--- src/rtl/uart_rx_oversample.sv ---
// Oversampling UART receiver: start-bit glitch rejection, optional parity,
// framing/break detection and a first-word-fall-through receive FIFO.
module uart_rx_oversample #(
    parameter int unsigned clk_freq   = 1000000,
    parameter int unsigned baud_rate  = 9600,
    parameter int unsigned OVS        = 8,
    parameter int unsigned PARITY_EN  = 0,
    parameter int unsigned PARITY_ODD = 0,
    parameter int unsigned FIFO_DEPTH = 4
) (
    input  logic                          clk,
    input  logic                          rst,
    input  logic                          rx,
    input  logic                          rd_en,
    input  logic                          clr_ovr,
    output logic [7:0]                    dout,
    output logic                          dout_ferr,
    output logic                          dout_perr,
    output logic                          valid,
    output logic [$clog2(FIFO_DEPTH):0]   level,
    output logic                          overrun,
    output logic                          busy
);

    localparam int unsigned DIV = clk_freq / (baud_rate * OVS);
    localparam int unsigned TW  = (DIV > 1) ? $clog2(DIV) : 1;
    localparam int unsigned SW  = $clog2(OVS);
    localparam int unsigned AW  = $clog2(FIFO_DEPTH);
    localparam int unsigned LW  = AW + 1;

    typedef struct packed {
        logic       perr;
        logic       ferr;
        logic [7:0] data;
    } frame_t;

    typedef enum logic [2:0] {
        S_IDLE,
        S_START,
        S_DATA,
        S_PARITY,
        S_STOP,
        S_BREAK
    } state_t;

    // Two-flop synchroniser, idles high so reset does not look like a start bit
    logic rx_m, rx_s;

    always_ff @(posedge clk) begin
        if (rst) begin
            rx_m <= 1'b1;
            rx_s <= 1'b1;
        end else begin
            rx_m <= rx;
            rx_s <= rx_m;
        end
    end

    // Oversample tick generator
    logic [TW-1:0] tcnt;
    logic          tick;

    assign tick = (tcnt == TW'(DIV - 1));

    always_ff @(posedge clk) begin
        if (rst)       tcnt <= '0;
        else if (tick) tcnt <= '0;
        else           tcnt <= tcnt + TW'(1);
    end

    // Receive FSM state
    state_t        state, state_d;
    logic [SW-1:0] scnt, scnt_d;
    logic [2:0]    bcnt, bcnt_d;
    logic [7:0]    shreg, shreg_d;
    logic          perr, perr_d;
    logic          push_q, push_d;
    frame_t        word_q, word_d;
    logic          bit_end, half_end;

    assign bit_end  = (scnt == SW'(OVS - 1));
    assign half_end = (scnt == SW'(OVS / 2 - 1));

    always_ff @(posedge clk) begin
        if (rst) begin
            state  <= S_IDLE;
            scnt   <= '0;
            bcnt   <= '0;
            shreg  <= '0;
            perr   <= 1'b0;
            push_q <= 1'b0;
            word_q <= '0;
            busy   <= 1'b0;
        end else begin
            state  <= state_d;
            scnt   <= scnt_d;
            bcnt   <= bcnt_d;
            shreg  <= shreg_d;
            perr   <= perr_d;
            push_q <= push_d;
            word_q <= word_d;
            busy   <= (state_d != S_IDLE);
        end
    end

    always_comb begin
        state_d = state;
        scnt_d  = scnt;
        bcnt_d  = bcnt;
        shreg_d = shreg;
        perr_d  = perr;
        push_d  = 1'b0;
        word_d  = word_q;

        if (tick) begin
            case (state)
                S_IDLE: begin
                    if (!rx_s) begin
                        state_d = S_START;
                        scnt_d  = '0;
                    end
                end
                S_START: begin
                    if (half_end) begin
                        // Line must still be low mid start bit, else it was a glitch
                        if (!rx_s) begin
                            state_d = S_DATA;
                            scnt_d  = '0;
                            bcnt_d  = '0;
                            perr_d  = 1'b0;
                        end else begin
                            state_d = S_IDLE;
                        end
                    end else begin
                        scnt_d = scnt + SW'(1);
                    end
                end
                S_DATA: begin
                    if (bit_end) begin
                        shreg_d = {rx_s, shreg[7:1]};
                        scnt_d  = '0;
                        bcnt_d  = bcnt + 3'd1;
                        if (bcnt == 3'd7) begin
                            state_d = (PARITY_EN != 0) ? S_PARITY : S_STOP;
                        end
                    end else begin
                        scnt_d = scnt + SW'(1);
                    end
                end
                S_PARITY: begin
                    if (bit_end) begin
                        perr_d  = (^shreg) ^ rx_s ^ 1'(PARITY_ODD);
                        scnt_d  = '0;
                        state_d = S_STOP;
                    end else begin
                        scnt_d = scnt + SW'(1);
                    end
                end
                S_STOP: begin
                    if (bit_end) begin
                        push_d      = 1'b1;
                        word_d.perr = perr;
                        word_d.ferr = ~rx_s;
                        word_d.data = shreg;
                        scnt_d      = '0;
                        state_d     = rx_s ? S_IDLE : S_BREAK;
                    end else begin
                        scnt_d = scnt + SW'(1);
                    end
                end
                S_BREAK: begin
                    // Held-low line: wait for idle so only one ferr entry results
                    if (rx_s) state_d = S_IDLE;
                end
                default: state_d = S_IDLE;
            endcase
        end
    end

    // Receive FIFO
    frame_t        mem [FIFO_DEPTH];
    logic [AW-1:0] wr_ptr, rd_ptr;
    logic [LW-1:0] count, count_d;
    logic          full, do_push, do_pop, ovr_set;
    frame_t        head;

    assign full    = (count == LW'(FIFO_DEPTH));
    assign do_pop  = rd_en & valid;
    assign do_push = push_q & (~full | do_pop);
    assign ovr_set = push_q & full & ~do_pop;

    always_comb begin
        count_d = count;
        case ({do_push, do_pop})
            2'b10:   count_d = count + LW'(1);
            2'b01:   count_d = count - LW'(1);
            default: count_d = count;
        endcase
    end

    always_ff @(posedge clk) begin
        if (do_push) mem[wr_ptr] <= word_q;
    end

    always_ff @(posedge clk) begin
        if (rst) begin
            wr_ptr  <= '0;
            rd_ptr  <= '0;
            count   <= '0;
            valid   <= 1'b0;
            overrun <= 1'b0;
        end else begin
            if (do_push) wr_ptr <= wr_ptr + AW'(1);
            if (do_pop)  rd_ptr <= rd_ptr + AW'(1);
            count   <= count_d;
            valid   <= (count_d != '0);
            // Set has priority over a simultaneous clear
            overrun <= ovr_set | (overrun & ~clr_ovr);
        end
    end

    assign head      = mem[rd_ptr];
    assign level     = count;
    assign dout      = valid ? head.data : 8'h00;
    assign dout_ferr = valid & head.ferr;
    assign dout_perr = valid & head.perr;

endmodule

--- config.mk ---
export PLATFORM = sky130hd
export DESIGN_NAME = uart_rx_oversample
export DESIGN_NICKNAME = d
export VERILOG_FILES = /design/src/rtl/uart_rx_oversample.sv
export SDC_FILE = /design/constraint.sdc
export NUM_CORES = 1
export LEC_CHECK = 0
export CORE_ASPECT_RATIO = 1.4
export CORE_MARGIN = 2
export CORE_UTILIZATION = 53
export CTS_BUF_LIST = sky130_fd_sc_hd__clkbuf_16
export CTS_CLUSTER_SIZE = 30
export DETAILED_ROUTE_END_ITERATION = 10
export GPL_TIMING_DRIVEN = 0
export PLACE_DENSITY_LB_ADDON = 0.2
export SKIP_CTS_REPAIR_TIMING = 1
export SLEW_MARGIN = 25
export SYNTH_ARGS = -nofsm -noshare
export SYNTH_HDL_FRONTEND = slang
export SYNTH_SLANG_ARGS = --single-unit
--- constraint.sdc ---
create_clock -name clk -period 2.4 [get_ports clk]
set_clock_uncertainty 0.15 [all_clocks]
set_input_delay 0.72 -clock clk [delete_from_list [all_inputs] [get_ports clk]]
set_output_delay 0.72 -clock clk [all_outputs]
set_load 0.01 [all_outputs]
# After elaboration in Yosys (flattened, before gate mapping)
# Memories as Yosys holds them, arrays and structs flattened. A register that Yosys moved wholly into a read port is not among the register bits.
# Cells that the tools add are included.
# word_totals
output_inout_bits,16
ram_bits,40
in_bits,5
ff_bits,45
memories,1
# classes
bitwise_logic,16
addsub,7
reduce_logical,15
n_eq_ne,16
mux,30
# memory_table
name,words,word_bits,rd,rd_clocked_by_memory_dff,write_ports,line_no,source
mem,4,10,1,1,1,181,frame_t mem [FIFO_DEPTH];
# ops
cell,n
2-to-1 mux 3 bit,15
one-hot mux 3 bit (6 select lines),1
"== test 3 bit, second input constant",5
one-hot mux 3 bit (2 select lines),2
AND reduction 5 bit,2
"adder 3 x 1 -> 3 bit, second input constant",3
"== test 3 x 2 -> 1 bit, second input constant",3
one-hot mux 3 bit (3 select lines),1
nonzero test 3 bit,3
2-to-1 mux 8 bit,1
"inequality test 2 bit, second input constant",4
XOR reduction 8 bit,1
bitwise AND 1 bit,7
2-to-1 mux 1 bit,6
2-to-1 mux 2 bit,3
inverter 1 bit,6
AND reduction 3 bit,2
OR reduction 3 bit,2
"adder 2 x 1 -> 2 bit, second input constant",2
"adder 4 x 1 -> 4 bit, second input constant",1
"== test 4 bit, second input constant",1
nonzero test 2 bit,2
"== test 3 x 1 -> 1 bit, second input constant",1
logical NOT 3 bit,1
other kinds (8),9

# Logic depth before layout (Yosys ltp)
# logic_depth
depth_word,7
ltp_mapped,11
ltp_nobuf,11

# Worst setup path after synthesis
# OpenSTA, ideal clock, no wires.
# synth_timing
path_type,input port to flip-flop
start,input rd_en
end,register valid
path_buffers,0
slack_ns,-0.158
cell_stages,11
arrival_time_ns,2.275
cell_sequence,nand2_1 nand4_1 and2_1 inv_2 ha_1 inv_1 fa_1 xor2_1 nor2_1 xnor2_1 a21oi_1
# synth_between
elab_chain_len,6
word_cells_on_any_way,7
cone_classes,eq/ne (2); mux (1); bitwise (3); reduce/logical (1)
# synth_rtl
element,line_no,source
"start, declared",14,"input logic rd_en,"
bitwise AND 1 bit *,188,assign do_pop = rd_en & valid;
bitwise OR 1 bit,189,assign do_push = push_q & (~full | do_pop);
bitwise AND 1 bit,189,
== test 2 x 1 -> 1 bit / == test 2 bit (equally long branches),194,"case ({do_push, do_pop})"
one-hot mux 3 bit (2 select lines) *,194,
nonzero test 3 bit *,216,valid <= (count_d != '0);
"end signal, assigned",216,
"end, declared",19,"output logic valid,"
# Mark *: on every way between the ends. The rest lies on a longest branch, timed or not.
# A chain may end at the register's enable or synchronous reset.

==> summary by stage <==
Pwr
The switching part of the total is 20.0%. The clock network burns 46.3% of the power. The internal power summed over all cells is 2.37 mW. In this run, flip-flops and latches consume 52.2% of the power. Summing internal, switching and leakage power gives 2.96 mW. The total power per unit cell area is 661 nW/um^2. The total net switching power is 0.594 mW. The proportion of power drawn by combinational gates is 1.5%.

The peak ir drop on the vdd network is 0.442 mV. The standby leakage power is 1.65 nW.

Logic synthesis
The count of cell types in the netlist is 45. The cell area after technology mapping is 3700 um^2. The mux share of post-synthesis cell area is 11.2%. The most used flip-flop cell after synthesis is dfxtp_1.

The flip-flop and latch count after synthesis is 87. The number of flops mapped to enable cells by yosys is 40. The adder-cell area share of the yosys netlist is 4.94%. The synthesized netlist devotes 13.1% of its cell area to simple gates. Counting every net in the synthesized netlist gives 319.

Ranked by total cell area, the synthesized netlist is headed by edfxtp_1 32%, dfxtp_1 25%, mux4_2 6.1%, mux2i_1 5.1%, ha_1 4.4%. After Yosys synthesis, XOR and XNOR cells account for 3.68% of the synthesized area. The top cell type by area accounts for 32.5% of the synthesized area.

The largest family of logic cells by synthesized area is simple AND/OR/NAND/NOR gates. The fraction of the mapped netlist area in compound gates is 5.75%. A synthesized cell averages 12.3 um^2. The proportion of synthesized chip area in sequential cells is 57.9%.

The largest area contributor in the synthesized netlist is edfxtp_1. The number of synthesis warnings is 0. Counting flops with an async set or reset pin after synthesis yields a share of 0%.

Synthesis produced 300 cells.

Placement
The number of placed instances with taps included is 414. The global placer's final weighted congestion is 0.835. The count of buffers inserted at the top-level ports is 19. The placed instances occupy a cell area of 4030 um^2. The HPWL after detailed placement is 4300 um.

Job
The count of maximum capacitance violations is 0.

Timing
The routed design could run at a clock period as short as 2580 ps. The slew at the pin with the worst max-slew slack is 604 ps. In the post-route analysis, the smallest setup slack over all paths is -181 ps.

The final setup violation count is 10. The setup total negative slack is -1570 ps. The final period utilization is 108%.

Hold timing on the final database bottoms out at a slack of 256 ps. Headroom to the max-slew limit came out at 59.7%. The count of final max-slew check failures is 0. The peak clock frequency supported by timing is 387 MHz. The total count of hold-check failures in the final report came to 0.

Setup repair after global routing could not meet its margin everywhere.

Floorplanning
The placeable core region is 6850 um^2. The die covers 7680 um^2. In this run the count of I/O pins placed on the die edge is 21. The initial standard-cell utilization of the core is 54.1%. The width of the die is 74.6 um. The vertical extent of the die is 103 um.

After floorplanning, the core was divided into 36 placement rows.

Min path
The path type of the worst min-delay path is reg -> reg.

Final layout
For this run, the number of standard cells in the final layout without fillers is 446. The repair_antennas step left the layout with diodes totalling 0. The finished cells cover 4480 um^2. The share of cells above drive strength 1 is 21.7%.

The final layout contains 365 nets. The synthesis-to-finish area growth is 21.2%.

Drt
The total detailed-routing wirelength is 6370 um. The detailed router placed 2,322 vias in this run. In the final routed layout, each cell accounts on average for 14.3 um. The first TritonRoute pass finished after 4 iterations. In this run the remaining antenna-violating nets after routing total 0. For this block, the initial DRC count from the detailed router was 171.

The remaining design rule violation count is 0. The via-per-instance ratio is 5.21.

Clocking
The tree is rooted in a clkbuf_16. At the later pin of the worst-skew pair, clock insertion delay measures 330 ps. Counting along the longest clock path gives a buffer depth of 2. The TritonCTS buffer count is 9. Clock-pin slew was measured on the worst setup and hold paths at 60 ps.

The number of H-tree branching levels is 3. The CTS tree is done. CTS saw 87 sinks.

GRT
The residual overflow from global routing is 0. The largest net degree at the start of global routing is 17. The first global-routing pass estimated 10,200 um of wire. The number of antenna violations at the first check in global routing is 0. Global routing used 17.8% of the available tracks across all layers. The via count of the first global-routing pass is 2,199.

Setup path
The worst setup path is launched from a flop. The worst setup path is captured at an output port. In this run the worst path has a maximum fanout of 4. The critical setup path kind is reg -> out. Data on the critical path arrives at its endpoint at 1710 ps. The worst path required time is 1530 ps.

Run status
The checks that failed: setup timing. The run finished, with violations left.
## cells in the final DEF (no fill, tap or decap), types with 3 or more instances in the layout
cell type	count
a31oi_1	4
mux4_2	10
or2_1	4
inv_1	10
nor2_1	34
nand4_1	3
nand2_1	14
edfxtp_1	40
clkbuf_2	6
a22oi_1	3
nor2b_1	3
or3_1	3
mux2i_1	19
buf_2	7
inv_4	3
buf_4	13
dfxtp_1	45
and2_1	11
xnor2_1	9
clkbuf_1	7
nor3b_1	3
ha_1	12
xor2_1	4
clkdlybuf4s50_1	8
nand2b_1	3
buf_6	6
clkbuf_16	10
inv_2	3
a21oi_1	9
and3_1	6
nor3_1	3
## worst max-delay path: stages (launching register included)
cell and delay, ps:
dfxtp_4 380, clkbuf_16 150, buf_4 100, mux4_2 470, and2_4 170, buf_6 110
## metrics by stage
| step | setup slack [ps] | utilization [%] |
|---|---|---|
| 3_5_place_dp | -633 | 58.9 |
| 3_3_place_gp | -618 | 58.9 |
| 6_report | -181 | 65.5 |
| 4_1_cts | -660 | 63.3 |
| 5_1_grt | -244 | 65.5 |
| 2_1_floorplan | -7.81 | - |
## path summary, 6_finish.rpt
path,start,endpoint,slack (ps),depth (start not counted)
worst min register to register,rx_m,rx_s,260,1
worst max register to register,level[0],valid,180,11
worst max-delay path,flop,dout_perr,-180,5
worst min-delay path,rx_m,rx_s,260,1
## routing by layer
layer / up-vias / global-route usage (%) / part of all wire, %
met5: - / 0 / 0
met4: 0 / 10.4 / 2.4
met3: 8 / 3.52 / 2.9
met2: 39 / 29.9 / 52
met1: 1124 / 20.9 / 42
li1: 1151 / - / -
## cell families after synthesis
logic type | after synthesis
simple gates | 95
flops | 87
compound gates | 32
buf+inv | 29
mux | 29
xor+xnor | 14
fa+ha+maj | 14
## state kept, by name, summed over array words and instances, names as in the netlist, 2 cells and up, named ones only
signal  cells
mem        40
word_q     10
shreg       8
tcnt        4
bcnt        3
level       3
scnt        3
state       3
rd_ptr      2
wr_ptr      2
## Yosys cell counts, types with 4 or more instances
library cell   n
inv_2          4
mux2i_1       19
dfxtp_1       47
or2_1          4
edfxtp_1      40
inv_1         10
and2_1        13
xor2_1         4
buf_2          5
ha_1          13
nand2_1       15
clkbuf_1       7
mux4_2        10
and3_1         6
a31oi_1        4
nor2_1        34
xnor2_1        9
a21oi_1        9
## cell type report
type                    instances  area [um^2]
multi-input cells             184         1460
repair buffers                 36          317
well taps                      95          119
clock buffers                   9          225
flip-flops and latches         87         2150
inverters                      14         57.6
clock inverters                 7         73.8
plain buffers                  14         85.1
fillers                       541         2360
## power groups by stage
stage / clock [mW] / sequential, mW / combinational (mW)
2_1_floorplan: 0 / 1.58 / 0.0286
3_3_place_gp: 0 / 1.58 / 0.0433
6_report: 1.37 / 1.55 / 0.0445
5_1_grt: 1.46 / 1.55 / 0.0503
3_5_place_dp: 0 / 1.58 / 0.0441
4_1_cts: 1.40 / 1.55 / 0.0443
No activity file was read; power rests on OpenSTA's default activity.
